`src/rtl/sae_pkg.sv`:
```
// Shared types for the sae host sequencer: core modes, core error flags
// and the host FSM state encoding.
package sae_pkg;

  typedef enum logic [1:0] {
    MODE_ENC = 2'b01,
    MODE_DEC = 2'b10
  } mode_t;

  typedef struct packed {
    logic ctxt;
    logic seckey;
    logic ptxt;
  } sae_err_t;

  typedef enum logic [1:0] {
    ST_IDLE,
    ST_ISSUE,
    ST_WAIT,
    ST_DELIVER
  } host_state_t;

endpackage

```
`src/rtl/sae_host_timer.sv`:
```
// Response watchdog: loaded on every issue, counts down while the host waits,
// and flags expiry once TIMEOUT wait cycles have elapsed without a response.
module sae_host_timer #(
  parameter int TIMEOUT = 64
) (
  input  logic clk,
  input  logic rst,
  input  logic load,
  input  logic en,
  output logic expired
);

  localparam int W = (TIMEOUT > 2) ? $clog2(TIMEOUT) : 1;

  logic [W-1:0] count_reg;

  // Loading TIMEOUT-1 makes the TIMEOUT-th wait cycle the one where count is zero.
  always_ff @(posedge clk) begin
    if (rst) begin
      count_reg <= '0;
    end else if (load) begin
      count_reg <= W'(TIMEOUT - 1);
    end else if (en && (count_reg != '0)) begin
      count_reg <= count_reg - 1'b1;
    end
  end

  assign expired = (count_reg == '0);

endmodule

```
`src/rtl/sae_host.sv`:
```
// Host-side sequencer for the sae cipher core: feeds one character at a time
// from a framed input stream and returns the core's answers as a framed stream.
module sae_host #(
  parameter int TIMEOUT = 64,
  parameter int CNT_W   = 16
) (
  input  logic             clk,
  input  logic             rst,
  input  logic             cfg_start,
  input  logic [1:0]       cfg_mode,
  input  logic [7:0]       cfg_key,
  input  logic [7:0]       in_char,
  input  logic             in_valid,
  input  logic             in_last,
  output logic             in_ready,
  output logic [1:0]       sae_mode,
  output logic [7:0]       sae_data_input,
  output logic [7:0]       sae_key_input,
  output logic             sae_inputs_valid,
  input  logic [7:0]       sae_data_output,
  input  logic             sae_output_ready,
  input  logic [2:0]       sae_err,
  output logic [7:0]       out_char,
  output logic [2:0]       out_err,
  output logic             out_last,
  output logic             out_valid,
  input  logic             out_ready,
  output logic             busy,
  output logic             timeout_err,
  output logic [CNT_W-1:0] char_count
);

  import sae_pkg::*;

  host_state_t state_reg, state_next;

  logic start_accept, issue, capture, timeout_hit, timer_en, timer_expired;

  logic [1:0]       mode_reg;
  logic [7:0]       key_reg, data_reg, out_char_reg;
  sae_err_t         out_err_reg;
  logic             last_reg, inputs_valid_reg, timeout_err_reg;
  logic [CNT_W-1:0] char_count_reg;

  sae_host_timer #(.TIMEOUT(TIMEOUT)) u_timer (
    .clk     (clk),
    .rst     (rst),
    .load    (issue),
    .en      (timer_en),
    .expired (timer_expired)
  );

  always_ff @(posedge clk) begin
    if (rst) state_reg <= ST_IDLE;
    else     state_reg <= state_next;
  end

  always_comb begin
    state_next   = state_reg;
    in_ready     = 1'b0;
    out_valid    = 1'b0;
    start_accept = 1'b0;
    issue        = 1'b0;
    capture      = 1'b0;
    timeout_hit  = 1'b0;
    timer_en     = 1'b0;
    case (state_reg)
      ST_IDLE: begin
        if (cfg_start) begin
          start_accept = 1'b1;
          state_next   = ST_ISSUE;
        end
      end
      ST_ISSUE: begin
        in_ready = 1'b1;
        if (in_valid) begin
          issue      = 1'b1;
          state_next = ST_WAIT;
        end
      end
      ST_WAIT: begin
        timer_en = 1'b1;
        // A response on the expiry cycle wins over the timeout.
        if (sae_output_ready) begin
          capture    = 1'b1;
          state_next = ST_DELIVER;
        end else if (timer_expired) begin
          timeout_hit = 1'b1;
          state_next  = ST_IDLE;
        end
      end
      ST_DELIVER: begin
        out_valid = 1'b1;
        if (out_ready) state_next = last_reg ? ST_IDLE : ST_ISSUE;
      end
      default: state_next = ST_IDLE;
    endcase
  end

  always_ff @(posedge clk) begin
    if (rst) begin
      mode_reg         <= '0;
      key_reg          <= '0;
      data_reg         <= '0;
      last_reg         <= 1'b0;
      inputs_valid_reg <= 1'b0;
      out_char_reg     <= '0;
      out_err_reg      <= '0;
      timeout_err_reg  <= 1'b0;
      char_count_reg   <= '0;
    end else begin
      inputs_valid_reg <= issue;
      if (start_accept) begin
        mode_reg        <= cfg_mode;
        key_reg         <= cfg_key;
        char_count_reg  <= '0;
        timeout_err_reg <= 1'b0;
      end
      if (issue) begin
        data_reg <= in_char;
        last_reg <= in_last;
      end
      if (capture) begin
        out_char_reg   <= sae_data_output;
        out_err_reg    <= sae_err;
        char_count_reg <= char_count_reg + CNT_W'(1);
      end
      if (timeout_hit) timeout_err_reg <= 1'b1;
    end
  end

  assign sae_mode         = mode_reg;
  assign sae_key_input    = key_reg;
  assign sae_data_input   = data_reg;
  assign sae_inputs_valid = inputs_valid_reg;
  assign out_char         = out_char_reg;
  assign out_err          = out_err_reg;
  assign out_last         = last_reg;
  assign busy             = (state_reg != ST_IDLE);
  assign timeout_err      = timeout_err_reg;
  assign char_count       = char_count_reg;

endmodule

```
`config.mk`:
```
export PLATFORM = sky130hd
export DESIGN_NAME = sae_host
export DESIGN_NICKNAME = d
export VERILOG_FILES = /design/src/rtl/sae_pkg.sv /design/src/rtl/sae_host_timer.sv /design/src/rtl/sae_host.sv
export SDC_FILE = /design/constraint.sdc
export NUM_CORES = 1
export LEC_CHECK = 0
export CELL_PAD_IN_SITES_DETAIL_PLACEMENT = 2
export CELL_PAD_IN_SITES_GLOBAL_PLACEMENT = 2
export CORE_UTILIZATION = 24
export DETAILED_ROUTE_END_ITERATION = 16
export GPL_TIMING_DRIVEN = 1
export PLACE_DENSITY = 0.85
export SETUP_SLACK_MARGIN = 0.15
export SYNTH_ARGS = -nofsm -noshare
export SYNTH_HDL_FRONTEND = slang
export SYNTH_SLANG_ARGS = --single-unit
```
`constraint.sdc`:
```
create_clock -name clk -period 2.06 [get_ports clk]
set_input_delay 0.515 -clock clk [delete_from_list [all_inputs] [get_ports clk]]
set_output_delay 0.515 -clock clk [all_outputs]
set_load 0.005 [all_outputs]
```
== Yosys cells after proc, flatten, opt, wreduce, memory -nomap -nowiden ==
Index checks and enable logic that the tools add are counted.
Widths: inputs -> output; s select.

* Add/subtract/negate cells: 2
* Multipliers: 0
* Divide/modulo/power cells: 0
* Order comparisons: 0
* Equality and inequality tests: 7
* Shift operators: 0
* Multiplexer cells: 25
* Bitwise logic cells: 0
* Reduce and logical (&&, ||, !) cells: 9

{| class="wikitable"
|+ Operator list
! operator !! count
|-
| $mux 16 || 2
|-
| $add 16x1->16 const B || 1
|-
| $mux 1 || 15
|-
| $mux 6 || 2
|-
| $mux 2 || 5
|-
| $pmux 2 s4 || 1
|-
| $reduce_bool 2->1 || 4
|-
| $logic_not 6->1 || 1
|-
| $ne 2x2->1 const B || 3
|-
| $reduce_bool 6->1 || 1
|-
| $sub 6x1->6 const B || 1
|-
| $eq 2x2->1 const B || 2
|-
| $reduce_and 4->1 || 1
|-
| $ne 3x3->1 const B || 1
|-
| $eq 2x1->1 const B || 1
|-
| $logic_not 2->1 || 1
|-
| $logic_and 1x1->1 || 1
|}

* Bits in registers: 56
* Latch bits: 0
* Memory bits (writable): 0
* ROM bits: 0
* Output and inout port bits: 51
* Logic and storage cells: 56
* Memories kept: 0

== Depth between registers and ports, before layout ==
* Word-level depth: 5
* Mapped depth: 6
* Depth with buffers taken out: 6

== Modules after synthesis ==
Synthesis repeated with hierarchy kept, for this count alone.

* Cells, all modules: 294
* Area total of the unflattened synthesis: 2,414.8 sq um

{| class="wikitable"
|+ Modules (own cells, without submodules)
! module !! times used !! cells an instance !! area an instance (sq um) !! sequential area each (sq um)
|-
| sae_host || 1 || 253 || 2,058.2 || 1,001.0
|-
| sae_host_timer || 1 || 41 || 356.6 || 120.1
|}

== Least setup slack after synthesis ==
OpenSTA, ideal clock, no wires.

* Path kind: flip-flop to flip-flop
* From: reg u_timer.count_reg[0]
* To: reg u_timer.count_reg[1]
* Library setup time: 0.095 ns
* Arrival time: 1.475 ns
* Required time: 1.965 ns
* Path slack: 0.489 ns
* Stages on the path, launching flop included: 7
* Clock period less this slack: 1.571 ns
* Cells stage by stage: dfxtp_1 inv_1 ha_1 nor4b_4 a21oi_1 mux2_2 a221oi_1

* Longest elaborated chain between the ends: 3
* Elaborated cells between the ends (all ways): 6
* Those cells by class: add/sub: 1; mux: 2; reduce/logical: 3

{| class="wikitable"
|+ Ends and longest elaborated chain
! what !! line !! source
|-
| from (decl) || sae_host_timer.sv:15 || <nowiki>logic [W-1:0] count_reg;</nowiki>
|-
| from (signal assigned) || sae_host_timer.sv:22 || <nowiki>count_reg <= W'(TIMEOUT - 1);</nowiki>
|-
| from (signal assigned) || sae_host_timer.sv:24 || <nowiki>count_reg <= count_reg - 1'b1;</nowiki>
|-
| $sub 6x1->6 or $reduce_bool 6->1 (tied branches) || sae_host_timer.sv:24, sae_host_timer.sv:23 ||
|-
| $mux 6 or $logic_and 1x1->1 (tied branches) || sae_host_timer.sv:23 || <nowiki>end else if (en && (count_reg != '0)) begin</nowiki>
|-
| $mux 6 or $reduce_bool 2->1 (tied branches) || - ||
|}

Several ways; a longest one is shown, not always the timed one. The select of a mux whose other input is x is not followed.
A chain may end at the register's enable or synchronous reset.

== Worst setup path after layout ==
* From: reg state_reg[0]
* To: out out_valid

* Longest elaborated chain between the ends: 2

{| class="wikitable"
|+ Ends and longest elaborated chain
! what !! line !! source
|-
| from (decl) || sae_host.sv:35 || <nowiki>host_state_t state_reg, state_next;</nowiki>
|-
| from (signal assigned) || sae_host.sv:55 || <nowiki>else state_reg <= state_next;</nowiki>
|-
| $eq 2x2->1 || sae_host.sv:67 || <nowiki>case (state_reg)</nowiki>
|-
| $mux 1 || sae_host.sv:67 ||
|-
| to (decl) || sae_host.sv:26 || <nowiki>output logic out_valid,</nowiki>
|}

Every way passes these cells.

==> results <==
layout by cell type (no fill, tap or decap), types with 4 or more instances in the layout:
master,count
clkbuf_8,5
nor3_1,5
nand3_1,8
o311ai_0,4
nor2_1,15
a21oi_1,53
clkdlybuf4s50_1,83
or4_1,4
inv_1,5
buf_4,22
dfxtp_1,48
dfxtp_2,6
nand2_1,67
final cells by class:
type,instances,area [um2],share of cell area
inverter,5,18.8,0.00518
multi-input combinational,209,1170,0.322
clock inverter,3,47.5,0.0131
clock buffer,5,68.8,0.0190
timing repair buffer,108,1020,0.282
tap,129,161,0.0446
sequential,56,1140,0.314
report_power, final:
group          internal [uW]  switching (uW)  leakage, uW  total [uW]
clock network            368             403    0.0000583         771
logic                    241             200     0.000762         441
registers               1130            39.0     0.000459        1170
repair_timing:
item                                   CTS  global route
endpoints found under the hold margin    0             0
hold buffers                             0             0
setup endpoints to repair                4            12
buffers inserted                         1             4
gates resized for setup                  6            10
metrics by stage:
step                      hold WS, ps  power (uW)
final                             463        2380
after global routing              485        2510
after CTS                         466        2380
after detailed placement          450        1600
after global placement            441        1580
after floorplan                   453        1370
kinds of logic (layout without fill, tap and decap cells):
group	after synthesis	count (layout)	share of synthesized area
buffers and inverters	22	121	0.0372
AOI/OAI and AO/OA	72	72	0.174
and+or+nand+nor	130	130	0.280
muxes	4	4	0.0175
adders and majority gates	3	3	0.0159
DFF	56	56	0.476
critical path, delay by kind of cell, from the launching register on:
family	cells	cell delay [ps]
buffers and inverters	1	500
DFF	1	400
and+or+nand+nor	1	150
synthesized netlist by cell type (3+ instances only):
cell type | instances | area (um2)
o311ai_0 | 4 | 35.0
nand2_1 | 67 | 251
and2_1 | 3 | 18.8
clkbuf_1 | 13 | 48.8
nor2_1 | 15 | 56.3
nand3b_1 | 3 | 22.5
or4_1 | 5 | 37.5
nand3_1 | 8 | 40.0
nor4_1 | 3 | 18.8
dfxtp_1 | 56 | 1120
buf_2 | 4 | 20.0
a21oi_1 | 53 | 265
o211ai_1 | 3 | 22.5
nor3_1 | 5 | 25.0
or3_2 | 3 | 22.5
mux2i_1 | 3 | 30.0
ha_1 | 3 | 37.5
inv_1 | 5 | 18.8
o21ai_0 | 3 | 15.0
metal layers:
layer,share of wire,vias to the layer above,routed length (um),global-route usage
li1,-,1204,-,-
met1,0.41,1215,3350,0.181
met2,0.53,70,4340,0.313
met3,0.064,4,526,0.0465
met4,0.0050,0,41,0.0268
met5,0,-,0,0
path summary, 6_finish.rpt:
check | from | to | slack, ps | depth (start not counted)
worst max-delay path | state_reg[0] | out_valid | 190 | 2
worst min-delay path | sae_key_input[2] | sae_key_input[2] | 460 | 2
worst max register to register | u_timer.count_reg[0] | u_timer.count_reg[1] | 290 | 6
worst min register to register | sae_key_input[2] | sae_key_input[2] | 460 | 2
==> key figures <==
Logic synthesis
  – Post-synthesis area per instance: 8.21 um2
  – Mapped Nets: 326
  – Seq cells post-synth: 56
  – Sequential fraction of the synthesis area: 0.476
  – Number of synthesized flops with an enable pin: 0
  – Synth Cell Area: 0.00236 mm2
  – Yosys warnings: 0
  – Cell variety after synth: 40
  – Top_reg_cell synth: dfxtp_1
  – Mapped Cells: 287
  – Post-synth ARST share: 0

Finish
  – # diodes: 0
  – Share of cells above drive strength 1: 0.135
  – Area growth, synth to finish: 53.7%
  – Max reg flops: 16
  – Post-layout util: 0.386
  – Final design area excluding fillers: 0.00362 mm2
  – Final #Nets: 424
  – Non-filler cells, final: 515
  – Fill cells: 1077

CTS
  – Worst-path clk slew: 120 ps
  – Clock buffer depth: 2
  – Worst skew pair latency: 320 ps
  – Total CTS buffers: 5
  – Clk root buf: clkbuf_8
  – # clock sinks: 56
  – CTS tree: done
  – H-tree depth: 2

Detailed routing
  – DRT Pass-1 Iters: 4
  – Vias/cell: 4.84
  – Antenna Nets Post-Route: 0
  – Average wire per standard cell: 16.0 um
  – WL final: 8.25 mm
  – Vias: 2493
  – # DRC: 0
  – Initial DRC count: 33

Place
  – IO buf count: 86
  – Dpl cells: 502
  – Place WS: -187 ps
  – Routability congestion estimate: 0.729
  – Post-detail-place hpwl: 6.04 mm
  – Placed cell area: 0.00344 mm2

Floorplanning
  – Die width: 101 um
  – Top-level I/O count: 87
  – Site row count: 35
  – Die height: 101 um
  – Die area: 0.0102 mm2
  – Initial core utilization: 0.251
  – Core box area: 0.00937 mm2

Worst setup path
  – Critical path class: register to primary output
  – CP required: 1540 ps
  – Slowest-stage cell, CP: clkdlybuf4s50_1
  – Worst setup EP type: primary output
  – Critical path launch point type: register
  – Largest fanout on the critical path: 5
  – Crit-path cells: and2_1 -> clkdlybuf4s50_1
  – Worst EP arrival: 1360 ps
  – CP peak stage delay: 500 ps

Power and ir drop
  – Leak: 0.00128 uW
  – Pwr dens: 657 mW/mm2
  – VDD IR max: 0.000307 V

STA
  – Slew Limit Fails: 0
  – Slew Limit Headroom: 0.630
  – Final setup vio count: 0
  – Setup TNS after final layout: 0 ps
  – Crit path time final: 1870 ps
  – Final Skew: 13.9 ps
  – Worst slew pin tran: 554 ps
  – Setup repair after global routing missed its margin: yes
  – Hold Vio Cnt, Final: 0
  – Fmax achieved: 534 MHz
  – Worst setup margin: 188 ps
  – Final Cycle Share: 0.909

Run
  – Max Cap Violations: 0

Worst hold path
  – Class of the worst hold path: register to register

GRT
  – Vias in the first global route: 2703
  – Largest net degree at the start of global routing: 29
  – GRT Overall Usage: 0.164
  – Antenna violations before repair: 0
  – Gr ovfl total: 0
  – First-pass GRT wire length: 13.3 mm

Outcome
  – Status: completed
Power figures use the tool's default switching activity.
